$ cat config.mk
export PLATFORM = sky130hd
export DESIGN_NAME = counter_ctrl
export DESIGN_NICKNAME = d
export VERILOG_FILES = /design/src/rtl/counter_ctrl.sv
export SDC_FILE = /design/constraint.sdc
export NUM_CORES = 1
export LEC_CHECK = 0
export CAP_MARGIN = 25
export CORE_ASPECT_RATIO = 0.6
export CORE_MARGIN = 8
export CORE_UTILIZATION = 50
export DETAILED_ROUTE_END_ITERATION = 8
export PLACE_DENSITY = 0.67
export SYNTH_ARGS = -nofsm -noshare
export SYNTH_HDL_FRONTEND = slang
export SYNTH_SLANG_ARGS = --single-unit
$ cat constraint.sdc
create_clock -name clk_signal -period 2.95 [get_ports clk_signal]
set_input_delay 0.295 -clock clk_signal [delete_from_list [all_inputs] [get_ports clk_signal]]
set_output_delay 0.295 -clock clk_signal [all_outputs]
set_load 0.03 [all_outputs]
$ cat src/rtl/counter_ctrl.sv
// Run/pause/clear controller for a 14-bit counter: synchronizes and debounces a switch and a
// button, sequences IDLE/RUN/PAUSE/CLEAR and emits prescaled increment and clear strobes.
module counter_ctrl #(
    parameter int unsigned TICK_DIV        = 50000000,
    parameter int unsigned DEBOUNCE_CYCLES = 500000
) (
    input  logic       clk_signal,
    input  logic       rst_signal,
    input  logic       switch_raw,
    input  logic       button_raw,
    output logic       count_en,
    output logic       count_clr,
    output logic       switch_db,
    output logic [1:0] state
);

    localparam int unsigned PW = $clog2(TICK_DIV);
    localparam int unsigned DW = $clog2(DEBOUNCE_CYCLES);
    localparam logic [PW-1:0] PRESC_MAX = PW'(TICK_DIV - 1);
    localparam logic [DW-1:0] DB_MAX    = DW'(DEBOUNCE_CYCLES - 1);

    typedef enum logic [1:0] {
        StIdle  = 2'd0,
        StRun   = 2'd1,
        StPause = 2'd2,
        StClear = 2'd3
    } state_e;

    // Bit 0 carries the switch, bit 1 the button.
    logic [1:0]         raw;
    logic [1:0]         sync1_q, sync2_q;
    logic [1:0]         stable_q, stable_d;
    logic [1:0][DW-1:0] db_cnt_q, db_cnt_d;
    logic               btn_prev_q;
    logic               btn_rise;
    state_e             state_q, state_d;
    logic [PW-1:0]      presc_q, presc_d;

    assign raw = {button_raw, switch_raw};

    always_ff @(posedge clk_signal or posedge rst_signal) begin
        if (rst_signal) begin
            sync1_q    <= '0;
            sync2_q    <= '0;
            stable_q   <= '0;
            db_cnt_q   <= '0;
            btn_prev_q <= 1'b0;
            state_q    <= StIdle;
            presc_q    <= '0;
        end else begin
            sync1_q    <= raw;
            sync2_q    <= sync1_q;
            stable_q   <= stable_d;
            db_cnt_q   <= db_cnt_d;
            btn_prev_q <= stable_q[1];
            state_q    <= state_d;
            presc_q    <= presc_d;
        end
    end

    // A change is accepted only after DEBOUNCE_CYCLES consecutive differing samples.
    always_comb begin
        stable_d = stable_q;
        db_cnt_d = db_cnt_q;
        for (int i = 0; i < 2; i++) begin
            if (sync2_q[i] == stable_q[i]) begin
                db_cnt_d[i] = '0;
            end else if (db_cnt_q[i] == DB_MAX) begin
                stable_d[i] = sync2_q[i];
                db_cnt_d[i] = '0;
            end else begin
                db_cnt_d[i] = db_cnt_q[i] + DW'(1);
            end
        end
    end

    assign btn_rise = stable_q[1] & ~btn_prev_q;

    always_comb begin
        state_d = state_q;
        unique case (state_q)
            StIdle: begin
                if (btn_rise) state_d = StClear;
                else if (stable_q[0]) state_d = StRun;
            end
            StRun: begin
                if (btn_rise) state_d = StClear;
                else if (!stable_q[0]) state_d = StPause;
            end
            StPause: begin
                if (btn_rise) state_d = StClear;
                else if (stable_q[0]) state_d = StRun;
            end
            StClear: begin
                state_d = stable_q[0] ? StRun : StIdle;
            end
        endcase
    end

    // Held in PAUSE so the tick phase survives a pause/resume.
    always_comb begin
        presc_d = '0;
        unique case (state_q)
            StRun:   presc_d = (presc_q == PRESC_MAX) ? '0 : presc_q + PW'(1);
            StPause: presc_d = presc_q;
            default: presc_d = '0;
        endcase
    end

    assign count_en  = (state_q == StRun) && (presc_q == PRESC_MAX);
    assign count_clr = (state_q == StClear);
    assign switch_db = stable_q[0];
    assign state     = state_q;

endmodule

; After elaboration in Yosys (flattened, before gate mapping)
; Cells that the tools add are included.
[totals]
reg_bits = 73
out_inout_bits = 5
wordCells = 44
[op_classes]
addsub = 3
eq_ne = 10
mux = 12
n_bitwise = 4
reduce_logical = 6
[op_table]
columns = op, count
row1 = 19-bit two-way mux, 4
row2 = 26-bit case mux with 2 select lines, 1
row3 = 19-bit by 1-bit adder with 19-bit output (second input constant), 2
row4 = 19-bit == test (second input constant), 2
row5 = 26-bit by 1-bit adder with 26-bit output (second input constant), 1
row6 = 26-bit == test (second input constant), 1
row7 = 26-bit two-way mux, 1
row8 = 2-bit two-way mux, 4
row9 = 2-bit case mux with 3 select lines, 1
row10 = 2-bit AND reduction, 3
row11 = 2-bit == test (second input constant), 2
row12 = 3-bit by 1-bit != test with 1-bit output (second input constant), 1
row13 = 3-bit != test (second input constant), 1
row14 = 1-bit inverter, 3
row15 = 1-bit == test, 2
row16 = 2-bit by 1-bit == test with 1-bit output (second input constant), 1
row17 = 2-bit logical NOT, 1
row18 = 2-bit OR reduction, 1
row19 = 1-bit bitwise AND, 1
row20 = 1-bit logical AND, 1
row21 = 1-bit two-way mux, 1

; Longest topological paths before layout
; Gate-level depths: netlist (run 1).
[logic_depth]
word_depth = 4
ltp_mapped = 8
ltp_nobuf = 6

; Worst setup path after synthesis (run 1)
; No wires, ideal clock.
[synth_timing]
kind = register to output
start = register presc_q[8]
end = output port count_en
t_arrival_ns = 1.624
slack_ns = 1.031
path_stages_with_launch = 5
n_path_buf = 1
path_cell_list = dfrtp_1 buf_4 nor4_1 nand4b_1 nor3_1
[synth_between]
elab_chain_cells = 2
[synth_lines]
columns = item, line_no
row1 = from (decl), 37  ; logic [PW-1:0] presc_q, presc_d;
row2 = from (signal assigned), 57  ; presc_q <= presc_d;
row3 = 26-bit == test, 110  ; assign count_en = (state_q == StRun) && (presc_q == PRESC_MAX);
row4 = 1-bit logical AND, 110
row5 = to (decl), 11  ; output logic count_en,
; Every way passes these cells.

; Worst setup path in the final report (run 1)
; Ends and elaborated chain as after synthesis.

==> out/qor.csv, run 1 <==
metric,value,unit
crit_type,flop to output pin,
clkTransAtPathRegs,0.06,ns
ant_nets,0,
critical_path_arrival,2.35,ns
hp-class,flop to flop,
first_global_vias,2535,
synthesis.nets,384,
final_layout_size_suffix_gt1_share,8.51,%
ys_types,39,
nFillCells,601,
die_w,126,um
final-seq-area,1830,um2
rsz0062_at_grt,no,
required,2.65,ns
clockBufferDepth,2,
synth_top_area_cell,dfrtp_1,
ir_drop,520,uV
multi_input_area,1700,um2
worst_slack,0.309,ns
post_cts_resized,0,
grt_pass1_wl,12.4,mm
synth.area.top_cells,"dfrtp_1 50%, xor2_1 7.7%, nor2_1 5.3%",
crit_chain,"nor4_1, nand4b_1, nor3_1, clkdlybuf4s50_1",
portBuffers,8,
async_flop_share,100,%
die_area,10400,um2
period_share,89.5,%
vias,2637,
syn_to_final_growth,13.0,%
cts_tree,done,
ys_dominant_reg_cell,dfrtp_1,
post_cts_buffers,0,
fin_area,4130,um2
hold_buffers,0,
io_pins,9,
grt_start_max_net_pins,74,
h-tree-depth,3,
num_antenna_cells,0,
overflow,0,
hpwl,4.70,mm
cts_buffers,9,
clock_skew,0.00569,ns
final_common_cell,dfrtp_1,
yosysSeqAreaShare,50.0,%
cap_violations,0,
routabilityCongestion,0.870,
dpl_cell_area,3800,um2
power_per_cell_area,546,nW/um2
synth_edf_count,0,
avgViaCountPerCell,5.51,
core_region_area,7180,um2
finalCriticalPeriod,2.64,ns
synth_largest_type_area_fraction,50.0,%
grt.total_usage,15.0,%
yosys_warnings,0,
synth_cells,376,
antenna_found_initial,0,
slew_viol_final,0,
setup-tns-final,0,ns
syn_area_per_cell,9.72,um2
routed_wl,7.09,mm
finalHoldViolations,0,
cp-start-kind,flop,
clk_latency,0.33,ns
mostFrequentLayoutCells,"73 x dfrtp_1, 52 x nor2_1, 32 x xor2_1",
clock-root-buffer,clkbuf_16,
nets,391,
die_y,82.2,um
clkSinkCount,73,
critPathMaxFanout,9,
slowest_delay,0.70,ns
leakagePower,0.00175,uW
post-route-drc-count,0,
ys_seq_elements,73,
cp.buffers_inverters,1,
tightest_slew,0.848,ns
post-place-ws,0.697,ns
syn_area,3660,um2
status,"complete, no violations",
drt_first_pass_iters,4,
cp_top_family,simple AND/OR/NAND/NOR gates,
fmax,379,MHz
slowest_stage,clkdlybuf4s50_1,
finalSetupViolations,0,
cp-end-kind,output pin,
routedWlPerCell,14.8,um
initial_core_util,50.9,%
drt_iter0_drc,258,
max_slew_margin,43.3,%
num_rows,24,
==> area by class of cell <==
type	count	share of cell area (%)
Inverter	8	0.727
Timing Repair Buffer	13	3.15
Sequential cell	73	44.2
Multi-Input combinational cell	278	41.1
Tap cell	91	2.76
Clock buffer	11	6.12
Clock inverter	5	1.88
==> flip-flops by register name, summed over array words and instances (netlist names) <==
| register | cells |
|---|---|
| btn_prev_q | 1 |
| db_cnt_q | 38 |
| presc_q | 26 |
| stable_q | 2 |
| state | 2 |
| sync1_q | 2 |
| sync2_q | 2 |
==> kinds of logic after synthesis <==
family	count (synthesis)	synth area share, %
simple gates	178	25.6
compound gates	48	7.87
buf+inv	25	3.56
fa+ha+maj	4	1.37
xor+xnor	46	11.0
flops	73	50.0
mux	2	0.616
==> Yosys cell counts, types with 4 or more instances <==
cell type / n
and3_1: 12
nand3b_1: 5
buf_2: 8
ha_1: 4
o21ai_1: 4
a21oi_1: 10
nand2b_1: 6
xnor2_1: 14
or3_1: 4
clkbuf_1: 4
xor2_1: 32
nor3_1: 7
and4_1: 5
a31oi_1: 13
nand4_1: 15
nor2_1: 52
o21ai_0: 12
inv_1: 8
nand3_1: 25
nand2_1: 30
dfrtp_1: 73
==> final timing paths <==
path	depth (start not counted)	from	slack, ns	to
max in group asynchronous	3	rst_signal	2.28	db_cnt_q[29]$_DFF_PP0_
max	4	presc_q[8]$_DFFE_PP0N_	0.31	count_en
max reg2reg	6	presc_q[8]$_DFFE_PP0N_	0.91	presc_q[10]$_DFFE_PP0N_
min	0	sync1_q[0]$_DFF_PP0_	0.35	sync2_q[0]$_DFF_PP0_
min reg2reg	0	sync1_q[0]$_DFF_PP0_	0.35	sync2_q[0]$_DFF_PP0_
min in group asynchronous	3	rst_signal	0.38	sync1_q[1]$_DFF_PP0_
==> metal layers <==
layer	part of all wire [%]	track usage, %
met2	42	21.8
met1	52	20.4
met4	0.72	4.17
met5	0	0
met3	5.4	5.96
==> report_power, final <==
group | internal (uW) | switching [uW] | leakage (uW) | total [uW]
logic | 14.6 | 33.7 | 0.000578 | 48.2
clock network | 783 | 406 | 0.000162 | 1190
registers | 1010 | 8.11 | 0.00101 | 1020
total | 1810 | 448 | 0.00175 | 2260
==> worst reg2reg max path: cells and delay by family (launching register included) <==
| kind | cells | cell delay, ns |
|---|---|---|
| and+or+nand+nor | 2 | 0.62 |
| buffers and inverters | 1 | 0.23 |
| DFF | 1 | 0.47 |
| AOI/OAI and AO/OA | 3 | 0.59 |
==> stage by stage <==
step / hold WS [ns] / power [uW] / util, % / cells
finish: 0.352 / 2260 / 57.5 / 479
global route: 0.369 / 2350 / 57.5 / 479
CTS: 0.355 / 2290 / 57.5 / 479
detailed placement: 0.343 / 1090 / 52.9 / 463
global placement: 0.343 / 1090 / 52.9 / 463
floorplan: 0.326 / 1070 / - / 376
Note: power is estimated with default switching activity, not from simulation.
==> run 2, diff against run 1 <==
==> constraint.sdc (replaced) <==
create_clock -name clk_signal -period 2.95 [get_ports clk_signal]
set_input_delay 0.59 -clock clk_signal [delete_from_list [all_inputs] [get_ports clk_signal]]
set_output_delay 0.59 -clock clk_signal [all_outputs]
set_load 0.03 [all_outputs]
==> out/qor.csv, run 2 (synthesis gave the netlist of run 1 again) <==
metric,value,unit,change
hold_depth,0,,unchanged
status,"complete, no violations",,unchanged
antenna_found_initial,0,,unchanged
first_global_vias,2495,,"was 2,535"
final-seq-area,1830,um2,unchanged
post-route-drc-count,0,,unchanged
fin_util,57.5,%,about the same
clkSinkCount,73,,unchanged
total_power,2240,uW,was 2260 uW
slowest_stage,dfrtp_1,,was clkdlybuf4s50_1
avgViaCountPerCell,5.56,,was 5.51
final_layout_size_suffix_gt1_share,8.25,%,was 8.51%
num_rows,24,,unchanged
r2r-end,presc_q[20]$_DFFE_PP0N_,,was presc_q[10]$_DFFE_PP0N_
clkTransAtPathRegs,0.05,ns,was 0.06 ns
ant_nets,0,,unchanged
power_per_cell_area,542,nW/um2,was 546 nW/um2
h-tree-depth,3,,unchanged
routed_wl,6.89,mm,was 7.09 mm
finalCriticalPeriod,2.67,ns,was 2.64 ns
clock_skew,0.00507,ns,was 0.00569 ns
die_w,126,um,unchanged
die_y,82.2,um,unchanged
gr-usage-met2,21.5,%,was 21.8%
final_common_cell,dfrtp_1,,unchanged
mostFrequentLayoutCells,"73 x dfrtp_1, 52 x nor2_1, 32 x xor2_1",,unchanged
io_pins,9,,unchanged
cap_violations,0,,unchanged
r2r-start,presc_q[8]$_DFFE_PP0N_,,unchanged
rrSetupSlack,0.77,ns,was 0.91 ns
largest_reg_flops,38,,unchanged
top_register,db_cnt_q,,unchanged
critPathMaxFanout,9,,unchanged
busiest_layer,met2,,unchanged
tightest_slew,0.782,ns,was 0.848 ns
setup-tns-final,0,ns,unchanged
grt_pass1_wl,12.3,mm,was 12.4 mm
cp-end-kind,output pin,,unchanged
ff2ff_path_depth,6,,unchanged
finalSetupViolations,0,,unchanged
portBuffers,8,,unchanged
syn_to_final_growth,12.9,%,was 13.0%
whs,0.347,ns,was 0.352 ns
ir_drop,541,uV,was 520 uV
rsz0062_at_grt,no,,unchanged
grt.total_usage,15.0,%,about the same
die_area,10400,um2,unchanged
hold_buffers,0,,unchanged
crit_chain,"nor4_1, nand4b_1, nor3_1, dlygate4sd2_1",,"was nor4_1, nand4b_1, nor3_1, clkdlybuf4s50_1"
slowest_delay,0.47,ns,was 0.70 ns
use_met3,6.35,%,was 5.96%
nFillCells,617,,was 601
num_antenna_cells,0,,unchanged
crit_type,flop to output pin,,unchanged
finalHoldViolations,0,,unchanged
cts_tree,done,,unchanged
clock-root-buffer,clkbuf_16,,unchanged
hp-class,flop to flop,,unchanged
critical_path_arrival,2.08,ns,was 2.35 ns
leakagePower,0.00175,uW,about the same
routabilityCongestion,0.814,,was 0.870
cp-start-kind,flop,,unchanged
max_slew_margin,47.5,%,was 43.3%
grt_start_max_net_pins,74,,unchanged
slew_viol_final,0,,unchanged
use_met1,20.3,%,was 20.4%
required,2.36,ns,was 2.65 ns
drt_first_pass_iters,4,,unchanged
instances_no_fill,479,,unchanged
min_from,sync1_q[0]$_DFF_PP0_,,unchanged
clockBufferDepth,2,,unchanged
period_share,90.3,%,was 89.5%
overflow,0,,unchanged
clk_latency,0.34,ns,was 0.33 ns
placed_cells,463,,unchanged
initial_core_util,50.9,%,unchanged
top_regs,"db_cnt_q: 38 flops, presc_q: 26 flops",,unchanged
core_region_area,7180,um2,unchanged
nets,391,,unchanged
cts_buffers,9,,unchanged
vias,2662,,"was 2,637"
fmax,375,MHz,was 379 MHz
drt_iter0_drc,240,,was 258
worstHoldEndpoint,sync2_q[0]$_DFF_PP0_,,unchanged
routedWlPerCell,14.4,um,was 14.8 um
hpwl,4.49,mm,was 4.70 mm
multi_input_area,1700,um2,unchanged
run 2: changes by cell type in the layout (fill, tap and decap cells not counted):
cell             delta
clkbuf_1            +1
clkdlybuf4s50_1     -1
clkinvlp_4          -1
bufinv_16           -1
clkinv_2            -2
clkbuf_8            +3
dlygate4sd2_1       +1
run 2: worst max-delay path by stage:
stage	start	end	slack, ns
after CTS	presc_q[8]$_DFFE_PP0N_	count_en	0.28
after detailed placement	presc_q[8]$_DFFE_PP0N_	count_en	0.35
after global routing	presc_q[8]$_DFFE_PP0N_	count_en	0.14
after floorplan	rst_signal	btn_prev_q$_DFF_PP0_	0.51
after global placement	presc_q[8]$_DFFE_PP0N_	count_en	0.40
final	presc_q[8]$_DFFE_PP0N_	count_en	0.28
run 2: repair_timing:
| item | in CTS | in global routing |
|---|---|---|
| gates resized for setup | 1 | 0 |
| setup buffers | 0 | 0 |
| setup endpoints to repair | 1 | 0 |
run 2: final cells by class:
cell class                 instances  share of cell area (%)
clock inverter                     1                   0.728
sequential                        73                    44.3
tap                               91                    2.76
multi-input combinational        278                    41.2
inverter                           8                   0.728
timing repair buffer              13                    3.12
clock buffer                      15                    7.22
run 2: power breakdown:
group          switching [uW]  internal [uW]  total [uW]
sequential               8.59           1010        1020
combinational            33.7           14.6        48.3
clock                     397            770        1170
run 2: stage by stage:
stage / setup slack (ns) / area (um2)
floorplan: 0.507 / 3660
global placement: 0.402 / 3800
detailed placement: 0.350 / 3800
CTS: 0.276 / 4130
global route: 0.139 / 4130
finish: 0.285 / 4130
run 2: critical path, delay by kind of cell, from the launching register on:
kind                   cells  cell delay, ns
AND/OR/NAND/NOR            3            0.86
flip-flops                 1            0.47
buffers and inverters      1            0.42
run 2: per-layer routing:
metal	vias up	routed length (um)	share of wire, %
li1	1330	-	-
met1	1273	3570	52
met2	52	2880	42
met3	7	376	5.5
met4	0	69	1.0
met5	-	0	0
==> run 3, diff against run 2 <==
PLACE_DENSITY = default   (was 0.67)
PLACE_DENSITY_LB_ADDON = 0.15   (was default)
==> out/qor.csv, run 3 (synthesis gave the netlist of run 1 again) <==
metric,value,unit,change
critical_path_arrival,1.96,ns,was 2.08 ns
cap_violations,0,,unchanged
initial_core_util,50.9,%,unchanged
h-tree-depth,3,,unchanged
switching_share,19.9,%,was 19.7%
setup-tns-final,0,ns,unchanged
post_cts_resized,0,,was 1
mostFrequentLayoutCells,"73 x dfrtp_1, 52 x nor2_1, 32 x xor2_1",,unchanged
cp-end-kind,output pin,,unchanged
io_pins,9,,unchanged
hold_buffers,0,,unchanged
slowest_stage,dfrtp_1,,unchanged
p_int,1790,uW,was 1800 uW
clock_skew,0.00360,ns,was 0.00507 ns
clockBufferDepth,2,,unchanged
clock-root-buffer,clkbuf_16,,unchanged
num_rows,24,,unchanged
finalSetupViolations,0,,unchanged
top_regs,"db_cnt_q: 38 flops, presc_q: 26 flops",,unchanged
period_share,86.3,%,was 90.3%
die_y,82.2,um,unchanged
nFillCells,614,,was 617
seqPwrFrac,45.7,%,was 45.6%
post-route-drc-count,0,,unchanged
slew_viol_final,0,,unchanged
routed_wl,7.09,mm,was 6.89 mm
total_power,2230,uW,was 2240 uW
antenna_found_initial,0,,unchanged
final_common_cell,dfrtp_1,,unchanged
final_layout_size_suffix_gt1_share,8.72,%,was 8.25%
routabilityCongestion,0.842,,was 0.814
finalHoldViolations,0,,unchanged
nets,393,,was 391
cts_buffers,9,,unchanged
die_area,10400,um2,unchanged
p_sw,445,uW,was 439 uW
portBuffers,8,,unchanged
grt.total_usage,14.8,%,was 15.0%
first_global_vias,2444,,"was 2,495"
combPwrFrac,2.1,%,was 2.2%
top_register,db_cnt_q,,unchanged
clkTransAtPathRegs,0.05,ns,about the same
leakagePower,0.00177,uW,was 0.00175 uW
crit_type,flop to output pin,,unchanged
syn_to_final_growth,12.9,%,unchanged
clk_latency,0.33,ns,was 0.34 ns
critPathMaxFanout,9,,unchanged
post_cts_buffers,0,,unchanged
core_region_area,7180,um2,unchanged
routedWlPerCell,14.7,um,was 14.4 um
ant_nets,0,,unchanged
whs,0.354,ns,was 0.347 ns
vias,2639,,"was 2,662"
rsz0062_at_grt,no,,unchanged
finalCriticalPeriod,2.55,ns,was 2.67 ns
cts_tree,done,,unchanged
fmax,393,MHz,was 375 MHz
overflow,0,,unchanged
avgViaCountPerCell,5.49,,was 5.56
drt_first_pass_iters,5,,was 4
hpwl,4.78,mm,was 4.49 mm
crit_chain,"nor4_1, nand4b_1, nor3_1, dlymetal6s2s_1",,"was nor4_1, nand4b_1, nor3_1, dlygate4sd2_1"
power_per_cell_area,541,nW/um2,was 542 nW/um2
status,"complete, no violations",,unchanged
grt_start_max_net_pins,44,,was 74
die_w,126,um,unchanged
clkSinkCount,73,,unchanged
largest_reg_flops,38,,unchanged
slowest_delay,0.47,ns,about the same
hp-class,flop to flop,,unchanged
power.share.clock,52.2,%,about the same
max_slew_margin,42.9,%,was 47.5%
num_antenna_cells,0,,unchanged
ir_drop,374,uV,was 541 uV
grt_pass1_wl,12.1,mm,was 12.3 mm
required,2.36,ns,about the same
cp-start-kind,flop,,unchanged
tightest_slew,0.854,ns,was 0.782 ns
drt_iter0_drc,240,,unchanged
==> run 3: worst paths after layout <==
path                                             start                 endpoint  slack (ns)  cells after the start
worst min-delay path              sync1_q[1]$_DFF_PP0_     sync2_q[1]$_DFF_PP0_        0.35                      0
worst max-delay path            presc_q[8]$_DFFE_PP0N_                 count_en        0.40                      4
min in group asynchronous                   rst_signal   db_cnt_q[10]$_DFF_PP0_        0.66                      3
worst max register to register  presc_q[8]$_DFFE_PP0N_  presc_q[13]$_DFFE_PP0N_        0.97                      6
max in group asynchronous                   rst_signal   presc_q[3]$_DFFE_PP0N_        1.85                      3
worst min register to register    sync1_q[1]$_DFF_PP0_     sync2_q[1]$_DFF_PP0_        0.35                      0
==> run 3: cell type report <==
type	count	area [um2]	share of cell area (%)
multi-input combinational	278	1700	41.2
clock buffer	11	243	5.88
clock inverter	5	78.8	1.91
sequential	73	1830	44.3
timing repair buffer	15	135	3.27
tap	91	114	2.76
inverter	8	30.0	0.728
==> run 3: layer usage <==
layer  share of wire, %  wire length, um  global-route usage [%]  up-vias
met1                 56             3950                    21.1     1257
met3                4.2              300                    5.51        4
met4               0.54               38                    4.77        0
met2                 39             2800                    20.3       46
li1                   -                -                       -     1332
met5                  0                0                       0        -
==> run 3: stage by stage <==
stage / std cells / instance area (um2) / utilization [%] / worst slack [ns]
after detailed placement: 465 / 3800 / 53.0 / 0.404
after floorplan: 376 / 3660 / - / 0.507
after global placement: 465 / 3800 / 53.0 / 0.384
after global routing: 481 / 4130 / 57.5 / 0.282
after CTS: 481 / 4120 / 57.5 / 0.0391
final: 481 / 4130 / 57.5 / 0.403
==> run 3: power groups by stage <==
| stage | Clock (uW) | Sequential (uW) | Combinational, uW |
|---|---|---|---|
| floorplan | 0 | 1040 | 35.0 |
| global route | 1230 | 1020 | 56.7 |
| CTS | 1200 | 1020 | 50.5 |
| global placement | 0 | 1040 | 49.5 |
| finish | 1160 | 1020 | 47.7 |
| detailed placement | 0 | 1040 | 50.2 |
==> run 3: critical path: cells and delay by family (launching register included) <==
family | cells | cell delay (ns)
flops | 1 | 0.47
simple gates | 3 | 0.84
buf+inv | 1 | 0.32
